--- src/rtl/cache_pkg.sv ---
// Shared cache-subsystem types: LSU op encoding and DRAM port arbiter state.
package cache_pkg;

  typedef enum logic {
    LW = 1'b0,
    SW = 1'b1
  } lsu_ops;

  typedef enum logic [1:0] {
    ARB_IDLE    = 2'd0,
    ARB_BUSY    = 2'd1,
    ARB_RELEASE = 2'd2
  } arb_state_t;

  localparam int unsigned DRAM_ARB_MAX_REQ = 4;

endpackage

--- src/rtl/dram_port_arbiter_rr_pick.sv ---
// Combinational round-robin picker: first set request at or after rr_ptr_i, wrapping.
module rr_pick #(
  parameter int unsigned NUM_REQ = 2,
  localparam int unsigned IdxW = (NUM_REQ > 1) ? $clog2(NUM_REQ) : 1
) (
  input  logic [NUM_REQ-1:0] req_i,
  input  logic [IdxW-1:0]    rr_ptr_i,
  output logic [NUM_REQ-1:0] winner_oh_o,
  output logic [IdxW-1:0]    winner_idx_o,
  output logic               any_req_o
);

  always_comb begin
    int unsigned idx;
    winner_oh_o  = '0;
    winner_idx_o = '0;
    any_req_o    = 1'b0;
    idx          = 0;
    for (int unsigned i = 0; i < NUM_REQ; i++) begin
      idx = (32'(rr_ptr_i) + i) % NUM_REQ;
      if (!any_req_o && req_i[idx]) begin
        any_req_o         = 1'b1;
        winner_oh_o[idx]  = 1'b1;
        winner_idx_o      = IdxW'(idx);
      end
    end
  end

endmodule

--- src/rtl/dram_port_arbiter.sv ---
// Round-robin arbiter sharing one DRAM port among cache requesters; grant held per transaction.
// Optional BUSY timeout enabled by defining DRAM_ARB_TIMEOUT_EN.
module dram_port_arbiter
  import cache_pkg::*;
#(
  parameter int unsigned NUM_REQ = 2,
  parameter int unsigned DATA_W  = 32,
  parameter int unsigned TMO_CYC = 64
) (
  input  logic                           clk,
  input  logic                           rst,
  input  logic [NUM_REQ-1:0]             req,
  input  lsu_ops [NUM_REQ-1:0]           req_op,
  input  logic [NUM_REQ-1:0][31:0]       req_addr,
  input  logic [NUM_REQ-1:0][DATA_W-1:0] req_wdata,
  output logic [NUM_REQ-1:0]             gnt,
  output logic [NUM_REQ-1:0]             done,
  output logic [DATA_W-1:0]              rdata,
  output logic                           err,
  output logic                           mem_req,
  output lsu_ops                         mem_op,
  output logic [31:0]                    mem_addr,
  output logic [DATA_W-1:0]              mem_wdata,
  input  logic                           mem_ready,
  input  logic [DATA_W-1:0]              mem_rdata
);

  localparam int unsigned IdxW = (NUM_REQ > 1) ? $clog2(NUM_REQ) : 1;

  arb_state_t          state_q, state_d;
  logic [IdxW-1:0]     owner_q, owner_d;
  logic [IdxW-1:0]     rr_ptr_q, rr_ptr_d;
  logic [NUM_REQ-1:0]  gnt_q, gnt_d;
  logic [NUM_REQ-1:0]  done_q, done_d;
  logic [DATA_W-1:0]   rdata_q, rdata_d;
  logic                mem_req_q, mem_req_d;
  lsu_ops              mem_op_q, mem_op_d;
  logic [31:0]         mem_addr_q, mem_addr_d;
  logic [DATA_W-1:0]   mem_wdata_q, mem_wdata_d;

  logic [NUM_REQ-1:0]  win_oh;
  logic [IdxW-1:0]     win_idx;
  logic                any_req;
  logic                timeout;

  rr_pick #(
    .NUM_REQ(NUM_REQ)
  ) u_rr_pick (
    .req_i        (req),
    .rr_ptr_i     (rr_ptr_q),
    .winner_oh_o  (win_oh),
    .winner_idx_o (win_idx),
    .any_req_o    (any_req)
  );

`ifdef DRAM_ARB_TIMEOUT_EN
  localparam int unsigned TmoW = $clog2(TMO_CYC + 1);

  logic [TmoW-1:0] tmo_cnt_q, tmo_cnt_d;
  logic            err_q, err_d;

  // Counter is zero in the first BUSY cycle, so the last allowed cycle sees TMO_CYC-1.
  assign timeout = (state_q == ARB_BUSY) && !mem_ready && (tmo_cnt_q == TmoW'(TMO_CYC - 1));
  assign err_d   = timeout;
  assign err     = err_q;

  always_comb begin
    tmo_cnt_d = tmo_cnt_q;
    if (state_q != ARB_BUSY) begin
      tmo_cnt_d = '0;
    end else if (!timeout) begin
      tmo_cnt_d = tmo_cnt_q + TmoW'(1);
    end
  end

  always_ff @(posedge clk or negedge rst) begin
    if (!rst) begin
      tmo_cnt_q <= '0;
      err_q     <= 1'b0;
    end else begin
      tmo_cnt_q <= tmo_cnt_d;
      err_q     <= err_d;
    end
  end
`else
  assign timeout = 1'b0;
  assign err     = 1'b0;
`endif

  always_comb begin
    state_d     = state_q;
    owner_d     = owner_q;
    rr_ptr_d    = rr_ptr_q;
    gnt_d       = gnt_q;
    done_d      = '0;
    rdata_d     = rdata_q;
    mem_req_d   = mem_req_q;
    mem_op_d    = mem_op_q;
    mem_addr_d  = mem_addr_q;
    mem_wdata_d = mem_wdata_q;
    case (state_q)
      ARB_IDLE: begin
        if (any_req) begin
          owner_d     = win_idx;
          gnt_d       = win_oh;
          mem_req_d   = 1'b1;
          mem_op_d    = req_op[win_idx];
          mem_addr_d  = req_addr[win_idx];
          mem_wdata_d = req_wdata[win_idx];
          state_d     = ARB_BUSY;
        end
      end
      ARB_BUSY: begin
        if (mem_ready || timeout) begin
          done_d = gnt_q;
          if (mem_ready && (mem_op_q == LW)) begin
            rdata_d = mem_rdata;
          end
          mem_req_d = 1'b0;
          gnt_d     = '0;
          rr_ptr_d  = (owner_q == IdxW'(NUM_REQ - 1)) ? '0 : owner_q + IdxW'(1);
          state_d   = ARB_RELEASE;
        end
      end
      ARB_RELEASE: state_d = ARB_IDLE;
      default:     state_d = ARB_IDLE;
    endcase
  end

  always_ff @(posedge clk or negedge rst) begin
    if (!rst) begin
      state_q     <= ARB_IDLE;
      owner_q     <= '0;
      rr_ptr_q    <= '0;
      gnt_q       <= '0;
      done_q      <= '0;
      rdata_q     <= '0;
      mem_req_q   <= 1'b0;
      mem_op_q    <= LW;
      mem_addr_q  <= '0;
      mem_wdata_q <= '0;
    end else begin
      state_q     <= state_d;
      owner_q     <= owner_d;
      rr_ptr_q    <= rr_ptr_d;
      gnt_q       <= gnt_d;
      done_q      <= done_d;
      rdata_q     <= rdata_d;
      mem_req_q   <= mem_req_d;
      mem_op_q    <= mem_op_d;
      mem_addr_q  <= mem_addr_d;
      mem_wdata_q <= mem_wdata_d;
    end
  end

  assign gnt       = gnt_q;
  assign done      = done_q;
  assign rdata     = rdata_q;
  assign mem_req   = mem_req_q;
  assign mem_op    = mem_op_q;
  assign mem_addr  = mem_addr_q;
  assign mem_wdata = mem_wdata_q;

endmodule
--- config.mk ---
export PLATFORM = sky130hd
export DESIGN_NAME = dram_port_arbiter
export DESIGN_NICKNAME = d
export VERILOG_FILES = /design/src/rtl/cache_pkg.sv /design/src/rtl/dram_port_arbiter_rr_pick.sv /design/src/rtl/dram_port_arbiter.sv
export SDC_FILE = /design/constraint.sdc
export NUM_CORES = 1
export LEC_CHECK = 0
export CAP_MARGIN = 25
export CORE_MARGIN = 1
export CORE_UTILIZATION = 37
export DETAILED_ROUTE_END_ITERATION = 12
export GPL_TIMING_DRIVEN = 0
export PLACE_DENSITY_LB_ADDON = 0.15
export SLEW_MARGIN = 40
export SYNTH_ARGS = -nofsm -noshare
export SYNTH_HDL_FRONTEND = slang
export SYNTH_SLANG_ARGS = --single-unit
--- constraint.sdc ---
create_clock -name clk -period 1.6 [get_ports clk]
set_input_delay 0.32 -clock clk [delete_from_list [all_inputs] [get_ports clk]]
set_output_delay 0.32 -clock clk [all_outputs]
set_load 0.01 [all_outputs]
==> run_results.csv, run 1 <==
group,metric,value,unit
routing,viasPerCell,5.39,
final_layout,drive_gt1_share,12.4,%
setup_path,cp_slowest_stage_delay,0.56,ns
final_layout,diodes,0,
setup_path,worstSetupEndpointType,"output port",
setup_path,critical_path_class,"register to output port",
die,die_width,118,um
synth,syn-cell-area,5020,um2
synth,synth_cell_types,28,
die,die_h,118,um
clocking,clk_latency,0.35,ns
die,initial_utilization,37.9,%
final_layout,final_cell_count_no_fill,941,
global_routing,grtUsageTotal,23.8,%
final_layout,fillers,1117,
synth,synth_area_per_cell,10.5,um2
die,boundaryPins,270,
place,numPortBuffers,268,
place,routabilityCongestion,0.833,
power_and_ir_drop,leakage,3.74,nW
die,rows,42,
job,maxCapViolations,0,
place,place_inst,924,
final_layout,area_delta_synth_final,66.5,%
setup_path,startpoint_type,"register",
place,dp_hpwl,12.2,mm
routing,detail-route-antenna-nets,0,
synth,synth_top_area_share,52.8,%
status,status,"finished clean",
setup_path,cp_top_family,"buffers and inverters",
synth,yosys.area.top_type,"dfrtp_1",
setup_path,crit_required,1.28,ns
clocking,cts_tree,"yes",
timing,period_share,99.1,%
power_and_ir_drop,ir_worst_vdd,0.733,mV
timing,setup_viol,0,
clocking,cts-root-buf,"clkbuf_16",
global_routing,grt_antenna_before_repair,0,
global_routing,grt_pass1_wl,26.2,mm
clocking,clock_sinks,106,
synth,yosys_warnings,0,
final_layout,post-route-util,63.1,%
global_routing,grt_max_degree,66,
synth,synthesis.nets,646,
clocking,cts_made_buffers,9,
final_layout,final-seq-area,2650,um2
setup_path,critPathMaxFanout,2,
setup_path,cp_num_buf_inv,1,
timing,finClkSkew,0.00488,ns
synth,synthCells,479,
clocking,postCtsSetupBuffers,0,
setup_path,cp_cell_sequence,"clkdlybuf4s50_1",
routing,firstDrtPassIters,5,
power_and_ir_drop,total_power,0.0140,W
clocking,clk_pin_slew,0.07,ns
timing,period_minus_slack,1.59,ns
timing,drv_slew,0,
clocking,cts_buffer_depth,2,
power_and_ir_drop,p_per_area,1670,nW/um2
clocking,htree_levels,3,
final_layout,multi_input_area,2040,um2
die,coreArea,13200,um2
die,die_area,14000,um2
synth,yosysSeqAreaShare,52.8,%
timing,fmax,0.631,GHz
setup_path,cp_slowest_cell,"clkdlybuf4s50_1",
global_routing,grt_overflow_total,0,
routing,wl,16.9,mm
min_path,hp-class,"input pin to async pin",
routing,drt-initial-drc-count,358,
routing,drc,0,
synth,synth-seq-cells,106,
timing,rsz0062_at_grt,"false",
synth,ys_top_cells_by_area,"dfrtp_1 (53%), mux2_4 (9.0%), a31oi_1 (8.1%)",
routing,wire_per_inst,18.0,um
final_layout,final_nets,927,
timing,hold_violations,0,
routing,vias,5075,
global_routing,grt_pass1_vias,4961,
setup_path,worst_ep_arrival_time,1.27,ns
[final timing paths]
kind	slack, ns	start	depth (start not counted)	to
worst max-delay path	0.01	mem_wdata[28]	1	mem_wdata[28]
worst min-delay path	0.44	rst	2	mem_wdata[22]
worst max register to register	0.10	state_q[1]	4	rdata[2]
worst min register to register	0.48	owner_q	1	rr_ptr_q
max in group asynchronous	0.50	rst	3	mem_op
min in group clk	0.48	owner_q	1	rr_ptr_q
[flip-flops by register name, indices dropped and copies added (netlist names)]
signal / flops
owner_q: 1
state_q: 2
mem_op: 1
mem_wdata: 32
mem_req: 1
mem_addr: 32
done: 2
gnt: 2
rr_ptr_q: 1
rdata: 32
[cell type report]
type                    instances  share of cell area [%]
plain buffers                  53                    4.27
clock buffers                  11                    2.90
clock inverters                 5                   0.479
inverters                       2                  0.0898
multi-input cells             318                    24.4
flip-flops and latches        106                    31.8
well taps                     176                    2.64
repair buffers                270                    33.5
[through the flow]
stage               hold slack, ns  cell area, um2  worst slack (ns)  setup TNS (ns)
global placement             0.465            7920             -3.89         -432.72
CTS                          0.442            8210          0.000984               0
detailed placement           0.230            7960            -0.381          -25.01
floorplan                   0.0244            5020             0.248               0
global route                 0.475            8360         0.0000110               0
finish                       0.445            8360            0.0142               0
[cells by family after synthesis]
kind of cell,Yosys count,synth area share (%)
flops,106,52.8
other cells,1,0.0747
compound gates,202,22.0
buf+inv,55,6.73
simple gates,83,8.95
mux,32,9.42
[power breakdown]
| part | total (W) | internal, W | switching, W | leakage [nW] |
|---|---|---|---|---|
| Combinational | 0.00702 | 0.00376 | 0.00326 | 2.39 |
| Sequential | 0.00480 | 0.00402 | 0.000777 | 1.22 |
| Clock | 0.00214 | 0.00111 | 0.00104 | 0.128 |
[placed cells by master, fill, tap and decap left out, types with 2 or more instances in the layout]
cell type	instances
a21oi_1	66
a31oi_1	65
and2_1	2
buf_12	3
buf_2	20
buf_4	5
buf_6	6
clkbuf_1	11
clkbuf_16	9
clkbuf_2	4
clkbuf_4	4
clkdlybuf4s50_1	188
clkinv_4	2
clkinvlp_4	3
dfrtp_1	105
dlygate4sd2_1	33
dlymetal6s2s_1	46
mux2_1	2
mux2_4	30
nand2_1	4
nand2b_1	3
nand3_1	65
nor2_1	2
o21ai_0	68
or2_1	2
[metal layers]
layer / track usage [%] / vias to the layer above / routed length (um)
met1: 30.6 / 2481 / 7060
li1: - / 2337 / -
met2: 39.2 / 233 / 8330
met5: 0 / - / 0
met3: 5.12 / 24 / 1200
met4: 9.49 / 0 / 334
[timing repair]
action,4_1_cts,5_1_grt
endpoints found under the hold margin,41,0
gates resized for setup,37,61
gates cloned,0,0
endpoints found under the setup margin,39,82
pin swaps,0,1
hold buffers,1,0
[cells in the mapped netlist (all sizes together)]
cell / instances
dfrtp: 106
clkbuf: 14
a32o: 1
and2b: 1
nor2: 5
conb: 1
buf: 39
mux2: 32
a21oi: 66
or2: 2
a22o: 1
nand3b: 1
o21ai: 68
a31oi: 65
nand2: 4
inv: 2
o211ai: 1
nand2b: 3
nand3: 65
and2: 2
Power figures use the tool's default switching activity.
==> run 2, diff against run 1 <==
- ABC_CLOCK_PERIOD_IN_PS: default -> 1600
==> results of run 2 <==
The final DEF is identical to that of run 1; final timing and power are the same.
==> run 3, diff against run 2 <==
- SYNTH_HIERARCHICAL: default -> 1
==> run 3 against run 2 <==
Non-clock buffer count decreased by 18. Final cell count decreased by 9.6%. Clock skew increased by 0.0013 ns. Critical path depth unchanged.
==> run_results.csv, run 3 <==
group,metric,value,unit
status,status,"finished clean",
min_path,holdPathStages,4,
routing,firstDrtPassIters,6,
synth,ys_async_sr_fraction,100,%
synth,synth_top_area_share,57.5,%
die,coreArea,12100,um2
final_layout,fillers,936,
timing,period_minus_slack,1.58,ns
clocking,cts_made_buffers,9,
synth,yosys_warnings,6,
setup_path,cp_num_buf_inv,1,
job,maxCapViolations,0,
setup_path,ff2ff_path_depth,7,
synth,synth.area.mux_share,22.2,%
setup_path,crit_required,1.28,ns
final_layout,drive_gt1_share,11.1,%
setup_path,reg2reg_slack,0.08,ns
global_routing,use_met3,6.06,%
clocking,clock_sinks,106,
routing,detail-route-antenna-nets,0,
setup_path,worst_ep_arrival_time,1.26,ns
global_routing,grt_max_degree,55,
final_layout,area_delta_synth_final,77.4,%
synth,synth_commonest_cells,"dfrtp_1 (106), a21oi_1 (68), nor2_1 (66)",
synth,synthCells,388,
synth,synth_xor_area_share,0,%
timing,period_share,98.6,%
clocking,clk_latency,0.34,ns
setup_path,critical_path_class,"register to output port",
timing,finClkSkew,0.00621,ns
die,boundaryPins,270,
routing,wl,13.1,mm
place,routabilityCongestion,0.745,
power_and_ir_drop,leakage,3.65,nW
global_routing,grt_util_met1,23.1,%
final_layout,final_common_cell,"clkdlybuf4s50_1",
power_and_ir_drop,total_power,0.0136,W
setup_path,cp.depth,1,
synth,synthFlopType,"dfrtp_1",
synth,synth_edf_count,0,
global_routing,top_usage_layer,"met2",
routing,viasPerCell,4.66,
clocking,htree_levels,3,
global_routing,grt_antenna_before_repair,0,
timing,hold_violations,0,
setup_path,cp_top_family,"buffers and inverters",
global_routing,grt_use_met2,37.0,%
setup_path,startpoint_type,"register",
synth,synthesis.nets,555,
place,numPortBuffers,268,
final_layout,final_cell_count_no_fill,851,
min_path,hp-class,"input pin to register",
synth,ys_top_cells_by_area,"dfrtp_1 (57%), mux2i_1 (14%), a21oi_1 (7.4%)",
global_routing,grtUsageTotal,20.5,%
routing,drt-initial-drc-count,103,
place,place_inst,825,
routing,vias,3962,
synth,synthSimpleGateAreaFrac,7.54,%
timing,setup_viol,0,
synth,syn-cell-area,4610,um2
setup_path,cp_slowest_cell,"clkdlybuf4s50_1",
final_layout,final_cell_mix,"clkdlybuf4s50_1 (224), dfrtp_1 (103), a21oi_1 (68)",
synth,synth_top_family_by_area,"multiplexers",
place,dp_hpwl,10.1,mm
setup_path,cp_cell_sequence,"clkdlybuf4s50_1",
routing,drc,0,
final_layout,final_nets,845,
setup_path,cp_slowest_stage_delay,0.55,ns
timing,fmax,0.634,GHz
clocking,cts_tree,"yes",
synth,synth_fa_ha_area_share,0,%
die,rows,40,
synth,yosys.area.top_type,"dfrtp_1",
power_and_ir_drop,ir_worst_vdd,0.800,mV
synth,synth-seq-cells,106,
die,die_width,114,um
timing,drv_slew,0,
die,die_area,12900,um2
die,initial_utilization,38.2,%
clocking,cts_buffer_depth,2,
synth,synth-compound-area-share,8.57,%
setup_path,critPathMaxFanout,2,
synth,yosysMostFrequentCell,"dfrtp_1",
final_layout,diodes,0,
routing,wire_per_inst,15.4,um
synth,synth_cell_types,21,
synth,yosysSeqAreaShare,57.5,%
die,die_h,114,um
global_routing,grt_pass1_vias,4076,
timing,rsz0062_at_grt,"true",
clocking,clk_pin_slew,0.07,ns
clocking,cts-root-buf,"clkbuf_16",
global_routing,grt_overflow_total,0,
power_and_ir_drop,p_per_area,1660,nW/um2
synth,synth_area_per_cell,11.9,um2
global_routing,grt_pass1_wl,20.5,mm
setup_path,worstSetupEndpointType,"output port",
run 3: final cells by class:
type | count | area (um2) | share of cell area, %
buffer | 26 | 275 | 3.36
clock inverter | 6 | 88.8 | 1.09
tap | 168 | 210 | 2.57
multi-input combinational | 253 | 1830 | 22.4
sequential | 106 | 2660 | 32.5
timing repair buffer | 279 | 2870 | 35.1
clock buffer | 10 | 239 | 2.92
inverter | 3 | 11.3 | 0.138
run 3: routing by layer:
| metal | part of all wire, % | wire, um | vias to the layer above |
|---|---|---|---|
| met5 | 0 | 0 | - |
| met4 | 1.4 | 186 | 0 |
| met3 | 8.5 | 1120 | 12 |
| met2 | 52 | 6810 | 181 |
| met1 | 38 | 4990 | 1860 |
| li1 | - | - | 1909 |
run 3: logic make-up after synthesis:
kind of cell    Yosys count
mux                      98
simple gates             77
compound gates           77
other cells               1
buf+inv                  29
flops                   106
run 3: worst paths after layout:
path | to | from
hold reg to reg | mem_req | mem_req
max in group asynchronous | state_q[0] | rst
hold / removal | gnt[0] | req[1]
setup reg to reg | mem_addr[30] | rr_ptr_q
min in group asynchronous | rdata[14] | rst
setup / recovery | mem_wdata[28] | mem_wdata[28]
run 3: what timing repair did:
action | 4_1_cts | 5_1_grt
hold endpoints to repair | 53 | 0
gates cloned | 0 | 0
setup buffers | 2 | 7
hold buffers | 1 | 0
resized for setup | 35 | 50
pin swaps | 0 | 1
endpoints found under the setup margin | 74 | 106
run 3: report_power, final:
part / internal [W] / switching, W / total [W]
Combinational: 0.00366 / 0.00284 / 0.00650
Sequential: 0.00399 / 0.000699 / 0.00469
Clock: 0.00142 / 0.000975 / 0.00239
run 3: metrics by stage:
| step | utilization [%] | TNS, ns | hold WS (ns) | worst slack, ns | area (um2) |
|---|---|---|---|---|---|
| finish | 67.9 | 0 | 0.462 | 0.0224 | 8190 |
| global placement | 62.2 | -437.74 | 0.457 | -3.72 | 7510 |
| floorplan | - | 0 | 0.0244 | 0.145 | 4610 |
| CTS | 66.2 | -0.0250 | 0.485 | -0.0173 | 7990 |
| detailed placement | 62.5 | -45.21 | 0.265 | -0.631 | 7540 |
| global route | 67.9 | -0.324 | 0.489 | -0.0357 | 8190 |
run 3: worst register-to-register path, stage by stage (launching register included):
cell      delay, ns
dfrtp_1        0.38
inv_1          0.07
a21boi_0       0.15
buf_2          0.18
buf_12         0.15
buf_12         0.16
mux2i_4        0.24
a21oi_1        0.08
